`src/rtl/spi_txn_scheduler.sv`:
```
// Two-port round-robin transfer scheduler in front of the spi_top core: latches the winner's
// byte and clock mode, strobes the core, watches master_state, and returns the received byte.
module spi_txn_scheduler #(
    parameter int unsigned SETUP_CYC   = 4,
    parameter int unsigned START_WAIT  = 16,
    parameter int unsigned TIMEOUT_CYC = 4096
) (
    input  logic       clk,
    input  logic       reset,
    input  logic       req0,
    input  logic       req1,
    input  logic [7:0] tx0,
    input  logic [7:0] tx1,
    input  logic [1:0] mode0,
    input  logic [1:0] mode1,
    output logic       ack0,
    output logic       ack1,
    output logic [7:0] rx_data,
    output logic       err,
    output logic       busy,
    output logic       cpol,
    output logic       cpha,
    output logic [7:0] master_datain,
    output logic       write_en,
    output logic       read_en,
    input  logic [2:0] master_state,
    input  logic [7:0] master_miso_data
);
    localparam logic [2:0] S_IDLE     = 3'd0;
    localparam logic [2:0] S_SETUP    = 3'd1;
    localparam logic [2:0] S_START    = 3'd2;
    localparam logic [2:0] S_WAIT     = 3'd3;
    localparam logic [2:0] S_COMPLETE = 3'd4;

    localparam logic [15:0] SETUP_LAST = 16'(SETUP_CYC - 1);
    localparam logic [15:0] START_LAST = 16'(START_WAIT - 1);
    localparam logic [15:0] TMO_LAST   = 16'(TIMEOUT_CYC - 1);
    localparam logic [15:0] CNT_MAX    = 16'hFFFF;

    logic [2:0]  r_state;
    logic [15:0] r_cnt;
    logic        r_grant;
    logic        r_last_grant;
    logic        r_tmo;
    logic        r_ack0;
    logic        r_ack1;
    logic        r_err;
    logic        r_busy;
    logic        r_cpol;
    logic        r_cpha;
    logic        r_strobe;
    logic [7:0]  r_rx_data;
    logic [7:0]  r_datain;

    logic [2:0]  w_next;
    logic        w_grant_idx;
    logic        w_tmo_set;
    logic        w_core_idle;
    logic        w_req_ok;
    logic [7:0]  w_tx_sel;
    logic [1:0]  w_mode_sel;

    // Arbitration and next-state decode.
    always_comb begin
        w_next      = r_state;
        w_tmo_set   = 1'b0;
        w_core_idle = (master_state == 3'd0);
        // A requester still holding req in its own ack cycle is only re-arbitrated afterwards.
        w_req_ok    = (req0 | req1) & ~r_ack0 & ~r_ack1;

        if (req0 && req1) begin
            w_grant_idx = ~r_last_grant;
        end else if (req1) begin
            w_grant_idx = 1'b1;
        end else begin
            w_grant_idx = 1'b0;
        end

        if (w_grant_idx) begin
            w_tx_sel   = tx1;
            w_mode_sel = mode1;
        end else begin
            w_tx_sel   = tx0;
            w_mode_sel = mode0;
        end

        case (r_state)
            S_IDLE: begin
                if (w_req_ok) begin
                    w_next = S_SETUP;
                end else begin
                    w_next = S_IDLE;
                end
            end
            S_SETUP: begin
                if (r_cnt == SETUP_LAST) begin
                    w_next = S_START;
                end else begin
                    w_next = S_SETUP;
                end
            end
            S_START: begin
                if (!w_core_idle) begin
                    w_next = S_WAIT;
                end else if (r_cnt == START_LAST) begin
                    w_next    = S_COMPLETE;
                    w_tmo_set = 1'b1;
                end else begin
                    w_next = S_START;
                end
            end
            S_WAIT: begin
                if (w_core_idle) begin
                    w_next = S_COMPLETE;
                end else if (r_cnt == TMO_LAST) begin
                    w_next    = S_COMPLETE;
                    w_tmo_set = 1'b1;
                end else begin
                    w_next = S_WAIT;
                end
            end
            S_COMPLETE: w_next = S_IDLE;
            default:    w_next = S_IDLE;
        endcase
    end

    // State, wait counter and all registered outputs.
    always_ff @(posedge clk or posedge reset) begin
        if (reset) begin
            r_state      <= S_IDLE;
            r_cnt        <= 16'd0;
            r_grant      <= 1'b0;
            r_last_grant <= 1'b1;
            r_tmo        <= 1'b0;
            r_ack0       <= 1'b0;
            r_ack1       <= 1'b0;
            r_err        <= 1'b0;
            r_busy       <= 1'b0;
            r_cpol       <= 1'b0;
            r_cpha       <= 1'b0;
            r_strobe     <= 1'b0;
            r_rx_data    <= 8'h00;
            r_datain     <= 8'h00;
        end else begin
            r_state  <= w_next;
            r_busy   <= (w_next != S_IDLE);
            r_strobe <= (w_next == S_START);
            r_ack0   <= 1'b0;
            r_ack1   <= 1'b0;
            r_err    <= 1'b0;

            if (w_next != r_state) begin
                r_cnt <= 16'd0;
            end else if (r_cnt != CNT_MAX) begin
                r_cnt <= r_cnt + 16'd1;
            end else begin
                r_cnt <= r_cnt;
            end

            case (r_state)
                S_IDLE: begin
                    if (w_next == S_SETUP) begin
                        r_grant  <= w_grant_idx;
                        r_datain <= w_tx_sel;
                        r_cpol   <= w_mode_sel[1];
                        r_cpha   <= w_mode_sel[0];
                        r_tmo    <= 1'b0;
                    end else begin
                        r_grant  <= r_grant;
                    end
                end
                S_START, S_WAIT: begin
                    if (w_tmo_set) begin
                        r_tmo <= 1'b1;
                    end else begin
                        r_tmo <= r_tmo;
                    end
                end
                S_COMPLETE: begin
                    r_ack0       <= ~r_grant;
                    r_ack1       <= r_grant;
                    r_err        <= r_tmo;
                    r_rx_data    <= r_tmo ? 8'h00 : master_miso_data;
                    r_last_grant <= r_grant;
                end
                default: begin
                    r_tmo <= r_tmo;
                end
            endcase
        end
    end

    assign ack0          = r_ack0;
    assign ack1          = r_ack1;
    assign err           = r_err;
    assign busy          = r_busy;
    assign cpol          = r_cpol;
    assign cpha          = r_cpha;
    assign rx_data       = r_rx_data;
    assign master_datain = r_datain;
    assign write_en      = r_strobe;
    assign read_en       = r_strobe;
endmodule
```
`config.mk`:
```
export PLATFORM = sky130hd
export DESIGN_NAME = spi_txn_scheduler
export DESIGN_NICKNAME = d
export VERILOG_FILES = /design/src/rtl/spi_txn_scheduler.sv
export SDC_FILE = /design/constraint.sdc
export NUM_CORES = 1
export LEC_CHECK = 0
export ABC_CLOCK_PERIOD_IN_PS = 5200
export BUFFER_PORTS_ARGS = -buffer_cell sky130_fd_sc_hd__buf_2
export CORE_UTILIZATION = 55
export DETAILED_ROUTE_END_ITERATION = 8
export GPL_TIMING_DRIVEN = 1
export PLACE_DENSITY_LB_ADDON = 0.1
export SKIP_CTS_REPAIR_TIMING = 1
export SYNTH_ARGS = -nofsm -noshare
export SYNTH_HDL_FRONTEND = slang
export SYNTH_SLANG_ARGS = --single-unit
```
`constraint.sdc`:
```
create_clock -name clk -period 5.2 [get_ports clk]
set_clock_uncertainty 0.1 [all_clocks]
set_input_delay 0.52 -clock clk [delete_from_list [all_inputs] [get_ports clk]]
set_output_delay 0.52 -clock clk [all_outputs]
set_load 0.03 [all_outputs]
```
==> qor.yml <==
routedWlPerCell_microns: 12.6
final_cell_mix: "buf_2 (58), dfrtp_1 (44), nor2_1 (23)"
track_usage_pct: 21.6
cap_violations: 0
cts.htree.levels: 2
yosys-mux-area-fraction_pct: 5.53
via_per_inst: 5.50
drtIter0Drc: 86
hpwl_microns: 2970
synth-simple-area-share_pct: 27.0
grt_max_degree: 46
dieArea_sq_um: 4250
p_leak_nw: 1.28
netlist_instances: 217
crit_path_max_incr_delay_ps: 420
crit_path_top_delay_cell: "dfrtp_1"
status: "finished clean"
grt_pass1_wl_microns: 6960
clk_pin_slew_ps: 80
fmax_mhz: 408
rsz0062_at_grt: "no"
cts.sinks: 45
core-area_sq_um: 3740
rows: 22
syn_area_per_cell_sq_um: 10.1
yosys_register_bits: 45
slew_violations: 0
async_flop_share_pct: 100
yosys_warnings: 0
path_class: "register to register"
cts-root-buf: "clkbuf_8"
drc: 0
finalHoldWorstSlack_ps: 228
max_slew_margin_pct: 49.9
synth_edf_count: 0
hp-class: "input pin to async pin"
syn_to_final_growth_pct: 19.7
antenna_found_initial: 0
nets: 313
portBuffers: 58
crit_arrival_ps: 2520
synth_top_family_by_area: "simple AND/OR/NAND/NOR gates"
synth_fa_ha_area_share_pct: 0.570
gp_routability_congestion: 0.820
clk_latency_ps: 300
finalSetupViolations: 0
synth.distinct_cells: 46
powerDensity_nw_per_um2: 228
drive_above_1_share_pct: 29.9
die_w_microns: 65.2
vdd_drop_max_v: 0.000168
layout_commonest_cell: "buf_2"
wl_microns: 4110
diodes: 0
cp_cell_sequence: "ha_1 > nand3_1 > nor4_4 > or3_1 > a31o_2 > a2111oi_0"
synth_compound_area_share_pct: 8.61
antenna_left: 0
synth-xor-area-share_pct: 4.79
fin_setup_tns_ps: 0
die_h_microns: 65.2
cp_max_fo: 16
firstDrtPassIters: 4
cts_tree: "built"
synthesis.area_sq_um: 2190
seq_area_frac_synth_pct: 51.4
finalPower_uw: 600
syn-num-nets: 253
min_period_ps: 2450
initial_core_util_pct: 58.6
io_pins: 59
overflow: 0
synth_top_flop_cell: "dfrtp_1"
numCtsBuffers: 5
num_vias: 1794
grt_pass1_vias: 1615
clockBufferDepth: 2
startpoint_type: "register"
hold_viol_final: 0
tightest_slew_ps: 746
cp.required_ps: 5270
finalCritPeriodShare_pct: 47.1
crit_path_end_kind: "register"
## through the flow
| step | instance area (sq um) | worst slack, ps | util (%) | cells |
|---|---|---|---|---|
| floorplan | 2190 | 2950 | - | 217 |
| global placement | 2530 | 2860 | 67.6 | 318 |
| detailed placement | 2530 | 2770 | 67.6 | 318 |
| CTS | 2630 | 2760 | 70.2 | 326 |
| global route | 2630 | 2600 | 70.2 | 326 |
| finish | 2630 | 2750 | 70.2 | 326 |
## worst max-delay path, delay by kind of cell, from the launching register on
family,cells,cell delay [ps]
simple gates,3,780
compound gates,2,750
flops,1,420
fa+ha+maj,1,260
## where the power goes
part,leakage [nW],total [mW],internal [mW],switching [mW]
registers,0.484,0.350,0.350,0
logic,0.749,0.0282,0.0140,0.0143
clock network,0.0512,0.222,0.108,0.114
## metal layers
layer	track usage (%)	part of all wire, %	up-vias
met5	0	0	-
met4	8.15	1.5	0
met3	4.69	3.6	8
met2	36.3	49	37
met1	27.1	46	856
li1	-	-	893
## synth_stat cells, types with 3 or more instances
library cell  number  area share [%]
nor3_1            19             4.3
dfrtp_1           44              50
nand2_1           21             3.6
nor4_1             4             1.1
o21ai_0            9             2.1
nor2_1            23             3.9
mux2i_1           11             5.0
or3_1              3            0.86
nand3_1            6             1.4
nand4_1            4             1.1
xnor2_1           11             4.4
nor2b_1            3            0.86
nor4b_1            3             1.2
a21oi_1           11             2.5
clkbuf_1           5            0.86
## flip-flops by register name, indices dropped and copies added (netlist names)
signal         flops
r_cnt             16
master_datain      8
rx_data            8
r_state            3
ack0               1
ack1               1
busy               1
cpha               1
cpol               1
err                1
r_grant            1
r_last_grant       1
r_tmo              1
read_en            1
## worst paths after layout
path | start | end | slack (ps) | cells after the start
hold / removal | reset | master_datain[1] | 230 | 3
setup reg to reg | r_cnt[0] | r_cnt[14] | 2750 | 6
setup / recovery | r_cnt[0] | r_cnt[14] | 2750 | 6
max in group asynchronous | reset | master_datain[3] | 4380 | 3
hold reg to reg | r_grant | ack0 | 350 | 1
min in group clk | r_grant | ack0 | 350 | 1
## final cells by class
class / count / area [sq um]
Timing Repair Buffer: 61 / 313
Fill cell: 322 / 1120
Sequential cell: 45 / 1130
Clock buffer: 6 / 82.6
Tap cell: 48 / 60.1
Clock inverter: 2 / 13.8
Multi-Input combinational cell: 161 / 1020
Inverter: 3 / 11.3
## kinds of logic after synthesis
family	Yosys count
DFF	45
and+or+nand+nor	105
xor gates and xnor gates	12
muxes	12
adders and majority gates	1
AOI/OAI and AO/OA	31
buffers and inverters	11
Note: power is estimated with default switching activity, not from simulation.
